## config.mk

```make
export PLATFORM = sky130hd
export DESIGN_NAME = alu_seq_ctrl
export DESIGN_NICKNAME = d
export VERILOG_FILES = /design/src/rtl/alu_seq_pkg.sv /design/src/rtl/alu_seq_ctrl.sv
export SDC_FILE = /design/constraint.sdc
export NUM_CORES = 1
export LEC_CHECK = 0
export ABC_AREA = 1
export BUFFER_PORTS_ARGS = -buffer_cell sky130_fd_sc_hd__buf_2
export CORE_ASPECT_RATIO = 0.7
export CORE_MARGIN = 1
export CORE_UTILIZATION = 50
export DETAILED_ROUTE_END_ITERATION = 7
export GPL_TIMING_DRIVEN = 0
export PLACE_DENSITY = 0.78
export SETUP_SLACK_MARGIN = 0.05
export SLEW_MARGIN = 0
export SYNTH_ARGS = -nofsm -noshare
export SYNTH_HDL_FRONTEND = slang
export SYNTH_SLANG_ARGS = --single-unit
```

## constraint.sdc

```tcl
create_clock -name clk -period 2.24 [get_ports clk]
set_input_delay 0.448 -clock clk [delete_from_list [all_inputs] [get_ports clk]]
set_output_delay 0.448 -clock clk [all_outputs]
set_load 0.005 [all_outputs]
```

## src/rtl/alu_seq_pkg.sv

```systemverilog
// alu_seq_pkg: shared types for the multi-byte ALU sequencer.
// Request opcodes, ALU opcode constants and FSM states.
package alu_seq_pkg;

  typedef enum logic [1:0] {
    OP_ADD = 2'b00,
    OP_SUB = 2'b01,
    OP_XOR = 2'b10,
    OP_EQ  = 2'b11
  } req_op_e;

  localparam logic [3:0] ALU_XOR = 4'b0000;
  localparam logic [3:0] ALU_ADD = 4'b0001;
  localparam logic [3:0] ALU_SUB = 4'b0010;
  localparam logic [3:0] ALU_BEQ = 4'b0111;

  typedef enum logic [1:0] {
    S_IDLE,
    S_EXEC,
    S_RESP
  } state_e;

  function automatic logic [3:0] alu_code(req_op_e op);
    unique case (op)
      OP_ADD:  alu_code = ALU_ADD;
      OP_SUB:  alu_code = ALU_SUB;
      OP_XOR:  alu_code = ALU_XOR;
      default: alu_code = ALU_BEQ;
    endcase
  endfunction

endpackage

```

## src/rtl/alu_seq_ctrl.sv

```systemverilog
// alu_seq_ctrl: drives an 8-bit carry-chained ALU one byte per cycle.
// Optional whole-word zero/parity flags: define ALU_SEQ_FLAGS_EN.
module alu_seq_ctrl
  import alu_seq_pkg::*;
#(
  parameter int NBYTES = 2
) (
  input  logic                clk,
  input  logic                reset,
  input  logic                req_valid,
  output logic                req_ready,
  input  logic [1:0]          req_op,
  input  logic [8*NBYTES-1:0] req_a,
  input  logic [8*NBYTES-1:0] req_b,
  output logic                rsp_valid,
  input  logic                rsp_ready,
  output logic [8*NBYTES-1:0] rsp_data,
  output logic                rsp_eq,
  output logic                rsp_zero,
  output logic                rsp_par,
  output logic [3:0]          alu_op,
  output logic [2:0]          alu_imm,
  output logic [7:0]          alu_a,
  output logic [7:0]          alu_b,
  input  logic [7:0]          alu_rslt,
  input  logic                alu_zero,
  input  logic                alu_par,
  input  logic                alu_brc
);

  localparam int W = 8 * NBYTES;
  localparam logic [1:0] KLAST = 2'(NBYTES - 1);

  state_e       state_q, state_d;
  req_op_e      op_q, op_d;
  logic [W-1:0] a_q, a_d;
  logic [W-1:0] b_q, b_d;
  logic [W-1:0] data_q, data_d;
  logic [1:0]   k_q, k_d;
  logic         eq_q, eq_d;
  logic [3:0]   aop_q, aop_d;
  logic [7:0]   aa_q, aa_d;
  logic [7:0]   ab_q, ab_d;

  // Next-state: latch on accept, chain bytes in EXEC, hold in RESP.
  always_comb begin
    state_d = state_q;
    op_d    = op_q;
    a_d     = a_q;
    b_d     = b_q;
    data_d  = data_q;
    k_d     = k_q;
    eq_d    = eq_q;
    aop_d   = ALU_XOR;
    aa_d    = '0;
    ab_d    = '0;
    unique case (state_q)
      S_IDLE: begin
        if (req_valid) begin
          state_d = S_EXEC;
          op_d    = req_op_e'(req_op);
          a_d     = req_a;
          b_d     = req_b;
          data_d  = '0;
          k_d     = '0;
          eq_d    = (req_op_e'(req_op) == OP_EQ);
          aop_d   = alu_code(req_op_e'(req_op));
          aa_d    = req_a[7:0];
          ab_d    = req_b[7:0];
        end
      end
      S_EXEC: begin
        for (int i = 0; i < NBYTES; i++) begin
          if (k_q == 2'(i) && op_q != OP_EQ)
            data_d[8*i +: 8] = alu_rslt;
        end
        eq_d = eq_q & ~alu_brc;
        k_d  = k_q + 2'd1;
        if (k_q == KLAST) begin
          state_d = S_RESP;
          k_d     = '0;
        end else begin
          aop_d = aop_q;
          for (int i = 0; i < NBYTES; i++) begin
            if (k_d == 2'(i)) begin
              aa_d = a_q[8*i +: 8];
              ab_d = b_q[8*i +: 8];
            end
          end
        end
      end
      S_RESP: begin
        if (rsp_ready) state_d = S_IDLE;
      end
      default: state_d = S_IDLE;
    endcase
  end

  // Sequencer state and registered ALU drive.
  always_ff @(posedge clk) begin
    if (reset) begin
      state_q <= S_IDLE;
      op_q    <= OP_ADD;
      a_q     <= '0;
      b_q     <= '0;
      data_q  <= '0;
      k_q     <= '0;
      eq_q    <= 1'b0;
      aop_q   <= ALU_XOR;
      aa_q    <= '0;
      ab_q    <= '0;
    end else begin
      state_q <= state_d;
      op_q    <= op_d;
      a_q     <= a_d;
      b_q     <= b_d;
      data_q  <= data_d;
      k_q     <= k_d;
      eq_q    <= eq_d;
      aop_q   <= aop_d;
      aa_q    <= aa_d;
      ab_q    <= ab_d;
    end
  end

`ifdef ALU_SEQ_FLAGS_EN
  logic zero_q, zero_d;
  logic par_q, par_d;

  // Whole-word zero/parity built from the per-byte ALU flags.
  always_comb begin
    zero_d = zero_q;
    par_d  = par_q;
    if (state_q == S_IDLE && req_valid) begin
      zero_d = (req_op_e'(req_op) != OP_EQ);
      par_d  = 1'b0;
    end else if (state_q == S_EXEC) begin
      zero_d = zero_q & alu_zero;
      par_d  = par_q ^ alu_par;
    end
  end

  // Flag accumulators.
  always_ff @(posedge clk) begin
    if (reset) begin
      zero_q <= 1'b0;
      par_q  <= 1'b0;
    end else begin
      zero_q <= zero_d;
      par_q  <= par_d;
    end
  end

  assign rsp_zero = zero_q;
  assign rsp_par  = par_q;
`else
  logic unused_flags;
  assign unused_flags = alu_zero ^ alu_par;
  assign rsp_zero = 1'b0;
  assign rsp_par  = 1'b0;
`endif

  assign req_ready = (state_q == S_IDLE);
  assign rsp_valid = (state_q == S_RESP);
  assign rsp_data  = data_q;
  assign rsp_eq    = eq_q;
  assign alu_op    = aop_q;
  assign alu_imm   = 3'b000;
  assign alu_a     = aa_q;
  assign alu_b     = ab_q;

endmodule

```

-- Word-level counts from Yosys, hierarchy flattened
Index checks and enable logic that the tools add are counted.
- flip-flop bits (word level): 75
- mux-type cells: 27
- reduce and logical (&&, ||, !) cells: 12
- equality and inequality tests: 13
- bitwise logic cells: 2
- $add $sub $neg: 1
- operators with widths (cell ; count):
    $mux 8 ; 10
    $pmux 16 s2 ; 1
    $pmux 8 s2 ; 2
    $mux 16 ; 1
    $mux 2 ; 5
    $ne 2x2->1 const B ; 5
    $pmux 3 s3 ; 1
    $reduce_and 3->1 ; 3
    $eq 2x1->1 const B ; 4
    $logic_not 2->1 ; 4
    $pmux 4 s2 ; 1
    $eq 2x2->1 const B ; 3
    $pmux 2 s3 ; 1
    $mux 4 ; 1
    $pmux 2 s2 ; 1
    $reduce_and 2->1 ; 2
    $mux 3 ; 1
    $add 2x1->2 const B ; 1
    $logic_and 1x1->1 ; 2
    $ne 2x1->1 const B ; 1
    $pmux 1 s2 ; 1
    $reduce_bool 2->1 ; 1
    $and 1x1->1 ; 1
    $mux 1 ; 1
    $not 1->1 ; 1

-- Depth between registers and ports, before layout
Gate-level depths: netlist (run 1).
- depth in word-level cells: 6
- depth in mapped cells: 7

-- Least setup slack after synthesis (run 1)
OpenSTA, ideal clock, no wires.
- kind: input to register
- from: input port reset
- to: register a_q[3]
- path buffers: 2
- stages on the path: 3
- path slack: 1.064 ns
- data arrival time: 1.044 ns
- cells stage by stage: clkbuf_1 > clkbuf_1 > a21oi_1
- RTL lines (what ; RTL line ; source):
    start: declaration ; alu_seq_ctrl.sv:9 ; input logic reset,
    end signal: assignment ; alu_seq_ctrl.sv:104 ; a_q <= '0;
    end signal: assignment ; alu_seq_ctrl.sv:115 ; a_q <= a_d;
    end: declaration ; alu_seq_ctrl.sv:36 ; logic [W-1:0] a_q, a_d;
No word-level cell between the ends.

-- Worst setup path in the final report (run 1)
- from: register state_q[1]
- to: output port rsp_valid
- word-level cells in the longest chain between the ends: 1
- ends and longest elaborated chain (what ; RTL line ; source):
    start: declaration ; alu_seq_ctrl.sv:34 ; state_e state_q, state_d;
    start signal: assignment ; alu_seq_ctrl.sv:113 ; state_q <= state_d;
    $eq 2x2->1 ; alu_seq_ctrl.sv:164 ; assign rsp_valid = (state_q == S_RESP);
    end: declaration ; alu_seq_ctrl.sv:15 ; output logic rsp_valid,
Every way passes these cells.

==> results of run 1 <==
-- worst register-to-register path: cells and delay by family (launching register included) --
kind	cells	cell delay (ns)
AND/OR/NAND/NOR	3	0.53
flip-flops	1	0.38
buffers and inverters	1	0.18
AO/OA/AOI/OAI	1	0.15
-- kinds of logic after synthesis --
logic type	synth area share (%)
AND/OR/NAND/NOR	25.3
other	0.122
buffers and inverters	11.1
AO/OA/AOI/OAI	14.5
adder cells (fa/ha/maj)	0.814
flip-flops	48.2
-- layer usage --
| layer | vias to the layer above | GRT usage (%) |
|---|---|---|
| met5 | - | 0 |
| met4 | 0 | 8.40 |
| met3 | 8 | 5.86 |
| met2 | 96 | 39.7 |
| met1 | 1345 | 32.3 |
| li1 | 1510 | - |
-- synth_stat cells, drive strengths merged --
cell,count
buf,21
nand2,113
or2,1
clkbuf,9
nor2,52
ha,2
inv,40
o21ai,25
conb,1
nor3,1
dfxtp,74
nand3,19
a21oi,63
-- final timing paths --
kind | from | endpoint | slack, ns | cells after the start
max | state_q[1] | rsp_valid | 0.60 | 3
min | req_b[8] | b_q[8] | 0.35 | 3
max reg2reg | k_q[0] | rsp_data[1] | 0.88 | 5
min reg2reg | a_q[14] | a_q[14] | 0.45 | 2
-- area by class of cell --
| cell class | instances | area (um2) | area share, % |
|---|---|---|---|
| Timing Repair Buffer | 84 | 420 | 10.9 |
| Sequential cell | 74 | 1480 | 38.5 |
| Clock buffer | 9 | 124 | 3.22 |
| Clock inverter | 7 | 118 | 3.06 |
| Buffer | 30 | 190 | 4.94 |
| Multi-Input combinational cell | 282 | 1270 | 33.0 |
| Tap cell | 75 | 93.8 | 2.44 |
| Inverter | 40 | 150 | 3.90 |
-- flip-flops by register name, summed over array words and instances, names as in the netlist --
| register | cells |
|---|---|
| a_q | 16 |
| k_q | 2 |
| op_q | 2 |
| state_q | 2 |
| alu_op | 3 |
| rsp_data | 16 |
| rsp_eq | 1 |
| b_q | 16 |
| alu_a | 8 |
| alu_b | 8 |
-- through the flow --
step                hold WS [ns]  instances  worst slack (ns)  instance area (um2)
floorplan                  0.424        426              1.06                 3090
CTS                        0.343        601             0.655                 3850
detailed placement         0.442        585             0.542                 3610
global route               0.357        601             0.585                 3850
finish                     0.353        601             0.601                 3850
global placement           0.437        585             0.579                 3610
-- power by group --
| part | internal [mW] | total, mW | switching [mW] |
|---|---|---|---|
| clock network | 0.740 | 1.25 | 0.506 |
| registers | 1.44 | 1.50 | 0.0562 |
| logic | 0.250 | 0.609 | 0.360 |
| total | 2.43 | 3.35 | 0.922 |
==> flow_metrics.py, run 1 <==
metrics = {
    "outcome": {
        "status": "complete, no violations",
    },
    "critical_path": {
        "cp-end-kind": "output port",
        "cp.arrival_ns": 1.19,
        "crit_family": "flip-flops",
        "crit_slowest_cell": "dfxtp_1",
        "cp.required_ns": 1.79,
        "max_stage_delay_ns": 0.41,
        "startpoint_type": "flop",
        "crit_fanout": 3,
        "crit_type": "flop to output port",
        "crit_path_cell_trace": "inv_1 -> nor2_1 -> buf_2",
        "cp_num_buf_inv": 2,
    },
    "clock_network": {
        "cts_buffers": 9,
        "cts-root-buf": "clkbuf_8",
        "clk_path_buf_depth": 2,
        "clock_sinks": 74,
        "cts_resized": 0,
        "cts.clk_slew.worst_paths_ns": 0.08,
        "htreeDepth": 3,
        "cts_tree": "built",
        "post_cts_buffers": 0,
        "clock_latency_ns": 0.34,
        "hold_buffers": 0,
    },
    "logic_synthesis": {
        "ys_types": 21,
        "synth_top_area_share_pct": 48.2,
        "synthTopCellsByArea": "dfxtp_1 48%, nand2_1 14%, a21oi_1 10%, nor2_1 5.9%, inv_1 4.3%",
        "synth_warnings": 0,
        "avgSynthCellArea_um2": 7.30,
        "synthCells": 421,
        "syn-cell-area_um2": 3070,
        "yosys.area.top_type": "dfxtp_1",
        "yosysSeqAreaShare_pct": 48.2,
        "ys_seq_elements": 74,
    },
    "worst_hold_path": {
        "hold_path_class": "primary input to flop",
    },
    "final_layout": {
        "n_fill_cell": 527,
        "area_delta_synth_final_pct": 25.2,
        "most-common-layout-cells": "112 x nand2_1, 89 x buf_2, 74 x dfxtp_1",
        "nNetsFinal": 572,
        "layout_commonest_cell": "nand2_1",
        "utilization_pct": 66.2,
        "drive_gt1_share_pct": 25.5,
        "n_antenna_cell": 0,
    },
    "floorplanning": {
        "num_rows": 23,
        "dieArea_um2": 6470,
        "die_w_um": 95.7,
        "die_h_um": 67.6,
        "ioPinCount": 93,
        "start_util_pct": 52.9,
        "coreArea_um2": 5810,
    },
    "timing": {
        "slew_violations": 0,
        "final-hold-violation-count": 0,
        "setup_violations": 0,
        "worst_pin_slew_ns": 0.540,
        "tns_ns": 0,
        "period_minus_slack_ns": 1.64,
        "rsz0062_at_grt": "false",
        "max_freq_mhz": 610,
        "fin_worst_skew_ns": 0.00635,
        "slew_headroom_pct": 64.0,
        "finalCritPeriodShare_pct": 73.2,
    },
    "detailed_routing": {
        "drc": 0,
        "met3WireLength_um": 537,
        "avgRoutedWirePerCell_um": 12.5,
        "dr_total_vias": 2959,
        "routed.top_layer": "met4",
        "drt-met1-wl_mm": 3.45,
        "wl_met2_mm": 3.47,
        "dr.pass1.iters": 5,
        "first_iter_violations": 167,
        "drt_wl_total_mm": 7.53,
        "antenna_left": 0,
        "via_per_inst": 4.92,
    },
    "place": {
        "dpl.hpwl_mm": 5.45,
        "place_congestion": 0.815,
        "numPortBuffers": 84,
    },
    "global_route": {
        "grt-ovfl-total": 0,
        "antenna_found_initial": 0,
        "grt.total_usage_pct": 24.6,
        "grt_pass1_vias": 2591,
        "grt_pass1_wl_mm": 11.8,
        "grt_start_max_net_pins": 14,
    },
    "pwr": {
        "cellPowerDensity_nw_per_um2": 871,
        "p_total_mw": 3.35,
        "ir_drop_uv": 397,
        "p_leak_nw": 1.87,
    },
    "flow_run": {
        "maxCapViolCount": 0,
    },
}
(Power assumes the default switching activity.)
==> run 2: changes to the inputs <==
--- a/config.mk
+++ b/config.mk
@@ -9,10 +9,10 @@
 export BUFFER_PORTS_ARGS = -buffer_cell sky130_fd_sc_hd__buf_2
 export CORE_ASPECT_RATIO = 0.7
 export CORE_MARGIN = 1
-export CORE_UTILIZATION = 50
+export CORE_UTILIZATION = 46
 export DETAILED_ROUTE_END_ITERATION = 7
 export GPL_TIMING_DRIVEN = 0
-export PLACE_DENSITY = 0.78
+export PLACE_DENSITY = 0.75
 export SETUP_SLACK_MARGIN = 0.05
 export SLEW_MARGIN = 0
 export SYNTH_ARGS = -nofsm -noshare
==> constraint.sdc (replaced) <==
create_clock -name clk -period 1.3 [get_ports clk]
set_input_delay 0.26 -clock clk [delete_from_list [all_inputs] [get_ports clk]]
set_output_delay 0.26 -clock clk [all_outputs]
set_load 0.005 [all_outputs]
==> flow_metrics.py, run 2 (same netlist as run 1, synthesis figures left out) <==
metrics = {
    "outcome": {
        "status": "complete, no violations",
    },
    "floorplanning": {
        "dieArea_um2": 7020,
        "num_rows": 24,
        "die_w_um": 99.7,
        "start_util_pct": 48.5,
        "ioPinCount": 93,
        "coreArea_um2": 6340,
        "die_h_um": 70.4,
    },
    "clock_network": {
        "clock_latency_ns": 0.35,
        "cts_buffers": 9,
        "cts-root-buf": "clkbuf_8",
        "htreeDepth": 3,
        "cts.clk_slew.worst_paths_ns": 0.08,
        "cts_tree": "built",
        "hold_buffers": 0,
        "clk_path_buf_depth": 2,
        "clock_sinks": 74,
    },
    "critical_path": {
        "rrSetupSlack_ns": 0.005,
        "cp-end-kind": "flop",
        "r2r-end": "rsp_data[10]",
        "max_stage_delay_ns": 0.39,
        "cp.required_ns": 1.54,
        "cp.depth": 7,
        "critPathLaunch": "state_q[0]",
        "crit_fanout": 10,
        "cp_num_buf_inv": 3,
        "crit_slowest_cell": "dfxtp_4",
        "crit_top_cell": "buf_12",
        "crit_type": "flop to flop",
        "cp.arrival_ns": 1.54,
        "crit_family": "flip-flops",
        "endpoint": "rsp_data[10]",
        "rr_worst_depth": 7,
        "startpoint_type": "flop",
        "r2r_start": "state_q[0]",
        "crit_path_cell_trace": "inv_2 -> nor2_4 -> buf_12 -> nand3_4 -> buf_12 -> a21oi_1 -> nor2_1",
    },
    "worst_hold_path": {
        "hold_path_class": "primary input to flop",
        "whs_path_depth": 3,
    },
    "detailed_routing": {
        "drc": 0,
        "via_per_inst": 4.88,
        "dr.pass1.iters": 5,
        "drt_wl_total_mm": 8.44,
        "antenna_left": 0,
        "avgRoutedWirePerCell_um": 13.5,
        "first_iter_violations": 235,
        "dr_total_vias": 3053,
    },
    "timing": {
        "finalCritPeriodShare_pct": 99.6,
        "max_freq_mhz": 772,
        "fin_worst_skew_ns": 0.00889,
        "period_minus_slack_ns": 1.29,
        "rsz0062_at_grt": "true",
        "tns_ns": 0,
        "setup_violations": 0,
        "worst_pin_slew_ns": 0.597,
        "final-hold-violation-count": 0,
        "slew_headroom_pct": 60.2,
        "slew_violations": 0,
    },
    "global_route": {
        "grt.total_usage_pct": 23.4,
        "grt_start_max_net_pins": 13,
        "grt_pass1_vias": 2655,
        "grt-ovfl-total": 0,
        "grt_pass1_wl_mm": 12.5,
        "antenna_found_initial": 0,
    },
    "final_layout": {
        "layout_commonest_cell": "nand2_1",
        "area_delta_synth_final_pct": 35.0,
        "nNetsFinal": 581,
        "most-common-layout-cells": "110 x nand2_1, 87 x buf_2, 70 x dfxtp_1",
        "n_antenna_cell": 0,
        "utilization_pct": 65.5,
        "drive_gt1_share_pct": 32.3,
    },
    "pwr": {
        "cellPowerDensity_nw_per_um2": 1410,
        "ir_drop_uv": 598,
        "p_leak_nw": 1.95,
        "p_total_mw": 5.85,
    },
    "place": {
        "place_congestion": 0.874,
        "dpl.hpwl_mm": 5.49,
        "numPortBuffers": 84,
    },
    "flow_run": {
        "maxCapViolCount": 0,
    },
}
run 2: changes by cell type in the layout (fill, tap and decap cells not counted), moves of 6 or more:
cell / previous run / this run
nor2_2: 1 / 7
a21oi_1: 63 / 51
a21oi_2: 0 / 10
nor2_1: 48 / 38
run 2: layout make-up:
type                            count  area [um2]
Clock inverter                      5        77.6
Inverter                           40         155
Tap cell                           91         114
Multi-Input combinational cell    282        1390
Timing Repair Buffer               93         528
Buffer                             30         254
Sequential cell                    74        1490
Clock buffer                       11         141
Fill cell                         547        2190
run 2: worst min-delay path by stage:
stage | startpoint | end | slack (ns)
5_1_grt | req_a[4] | alu_a[4] | 0.17
6_report | req_b[10] | b_q[10] | 0.15
3_5_place_dp | a_q[12] | a_q[12] | 0.44
4_1_cts | req_b[9] | b_q[9] | 0.15
2_1_floorplan | a_q[11] | a_q[11] | 0.42
3_3_place_gp | a_q[11] | a_q[11] | 0.44
run 2: stage by stage:
step | instances | setup WS, ns | cell area [um2] | hold WS, ns
2_1_floorplan | 426 | 0.180 | 3090 | 0.424
3_3_place_gp | 601 | -0.199 | 3630 | 0.437
3_5_place_dp | 601 | -0.199 | 3630 | 0.439
4_1_cts | 623 | 0.0228 | 3930 | 0.153
5_1_grt | 626 | -0.0686 | 4150 | 0.170
6_report | 626 | 0.00547 | 4150 | 0.152
run 2: worst min-delay path: stages:
cell	delay (ns)
buf_2	0.07
o21ai_1	0.06
nor2_1	0.07
run 2: routing by layer:
metal	vias up	global-route usage (%)	wire length, um
met3	13	6.31	606
li1	1531	-	-
met5	-	0	0
met4	0	8.33	112
met2	130	35.2	3910
met1	1379	32.1	3810
run 2: report_power, final:
group / total (mW) / switching, mW / leakage [nW] / internal, mW
Sequential: 2.59 / 0.103 / 0.611 / 2.48
Combinational: 1.28 / 0.720 / 1.23 / 0.563
Clock: 1.98 / 0.858 / 0.109 / 1.13
run 2: timing repair:
| action | CTS | global route |
|---|---|---|
| gates resized for setup | 16 | 55 |
| buffers inserted | 6 | 2 |
| pin swaps | 5 | 7 |
| gates cloned | 0 | 1 |
| hold endpoints to repair | 0 | 0 |
| setup endpoints to repair | 59 | 74 |
==> run 3: changes to the inputs <==
--- a/config.mk
+++ b/config.mk
@@ -12,7 +12,7 @@
 export CORE_UTILIZATION = 46
 export DETAILED_ROUTE_END_ITERATION = 7
 export GPL_TIMING_DRIVEN = 0
-export PLACE_DENSITY = 0.75
+export PLACE_DENSITY = 0.76
 export SETUP_SLACK_MARGIN = 0.05
 export SLEW_MARGIN = 0
 export SYNTH_ARGS = -nofsm -noshare
==> flow_metrics.py, run 3 (same netlist as run 1, synthesis figures left out) <==
metrics = {
    "timing": {
        "worst_pin_slew_ns": 0.596,
        "setup_violations": 0,
        "max_freq_mhz": 793,
        "finalCritPeriodShare_pct": 97.0,
        "fin_worst_skew_ns": 0.00562,
        "tns_ns": 0,
        "rsz0062_at_grt": "true",
        "slew_violations": 0,
        "final-hold-violation-count": 0,
        "slew_headroom_pct": 60.3,
        "period_minus_slack_ns": 1.26,
        "fin_ws_ns": 0.0384,
    },
    "final_layout": {
        "n_fill_cell": 546,
        "seq_area_um2": 1500,
        "final_design_area_no_fill_um2": 4080,
        "most-common-layout-cells": "111 x nand2_1, 87 x buf_2, 70 x dfxtp_1",
        "layout_commonest_cell": "nand2_1",
        "n_antenna_cell": 0,
        "area_delta_synth_final_pct": 32.8,
        "multiInputGateArea_um2": 1370,
        "drive_gt1_share_pct": 31.2,
        "nNetsFinal": 578,
    },
    "floorplanning": {
        "dieArea_um2": 7020,
        "die_h_um": 70.4,
        "num_rows": 24,
        "die_w_um": 99.7,
        "coreArea_um2": 6340,
        "start_util_pct": 48.5,
        "ioPinCount": 93,
    },
    "global_route": {
        "antenna_found_initial": 0,
        "grt_pass1_wl_mm": 12.8,
        "grt-ovfl-total": 0,
        "grt_start_max_net_pins": 13,
        "grt_pass1_vias": 2707,
        "grt.total_usage_pct": 23.9,
    },
    "place": {
        "place_congestion": 0.856,
        "placed_area_um2": 3630,
        "numPortBuffers": 84,
        "dpl.hpwl_mm": 5.69,
        "preCtsSetupSlack_ns": -0.217,
    },
    "detailed_routing": {
        "drc": 0,
        "via_per_inst": 4.81,
        "dr_total_vias": 2994,
        "drt_wl_total_mm": 8.31,
        "dr.pass1.iters": 4,
        "avgRoutedWirePerCell_um": 13.3,
        "antenna_left": 0,
        "first_iter_violations": 172,
    },
    "clock_network": {
        "htreeDepth": 3,
        "cts.clk_slew.worst_paths_ns": 0.07,
        "clock_sinks": 74,
        "clk_path_buf_depth": 2,
        "cts-root-buf": "clkbuf_8",
        "clock_latency_ns": 0.35,
        "cts_buffers": 9,
        "cts_tree": "built",
        "hold_buffers": 0,
    },
    "pwr": {
        "p_leak_nw": 1.92,
        "cellPowerDensity_nw_per_um2": 1380,
        "p_total_mw": 5.64,
        "ir_drop_uv": 721,
    },
    "critical_path": {
        "cp.required_ns": 1.54,
        "startpoint_type": "flop",
        "cp.arrival_ns": 1.50,
        "crit_type": "flop to flop",
        "rrSetupSlack_ns": 0.04,
        "crit_fanout": 10,
        "cp-end-kind": "flop",
    },
    "worst_hold_path": {
        "hold_path_class": "primary input to flop",
    },
    "outcome": {
        "status": "complete, no violations",
    },
    "flow_run": {
        "maxCapViolCount": 0,
    },
}
==> run 3: layer usage <==
| layer | global-route usage (%) | up-vias | share of wire [%] |
|---|---|---|---|
| met3 | 5.01 | 13 | 6.1 |
| met2 | 36.2 | 105 | 46 |
| li1 | - | 1527 | - |
| met4 | 9.80 | 0 | 1.6 |
| met5 | 0 | - | 0 |
| met1 | 33.1 | 1349 | 46 |
==> run 3: final timing paths <==
check / cells past startpoint / endpoint / start
worst min-delay path: 3 / b_q[12] / req_b[12]
worst max-delay path: 5 / rsp_data[0] / state_q[0]
worst max register to register: 5 / rsp_data[0] / state_q[0]
worst min register to register: 2 / b_q[15] / b_q[15]
==> run 3: metrics by stage <==
step | cells | hold WS (ns) | utilization [%]
finish | 623 | 0.164 | 64.4
global route | 623 | 0.183 | 64.4
CTS | 622 | 0.155 | 62.1
detailed placement | 601 | 0.442 | 57.2
global placement | 601 | 0.438 | 57.2
floorplan | 426 | 0.424 | -
==> run 3: final cells by class <==
cell class	count	area share, %
buffer	30	6.07
inverter	40	3.80
multi-input combinational	282	33.6
timing repair buffer	90	12.0
sequential	74	36.7
clock buffer	11	3.71
clock inverter	5	1.29
tap	91	2.79
==> run 3: critical path, stage by stage (launching register included) <==
cell      delay [ns]
dfxtp_4         0.37
nor2_4          0.15
nand2_4         0.11
clkbuf_2        0.22
a21oi_1         0.24
nor2_1          0.07
==> run 3: where the power goes <==
group / switching, mW / internal, mW
Sequential: 0.108 / 2.48
Clock: 0.835 / 0.981
Combinational: 0.704 / 0.535
==> run 3: what timing repair did <==
| item | in CTS | in global routing |
|---|---|---|
| gates resized for setup | 25 | 36 |
| pin swaps | 6 | 7 |
| cloned | 0 | 1 |
| buffers inserted | 5 | 0 |
| setup endpoints to repair | 64 | 64 |
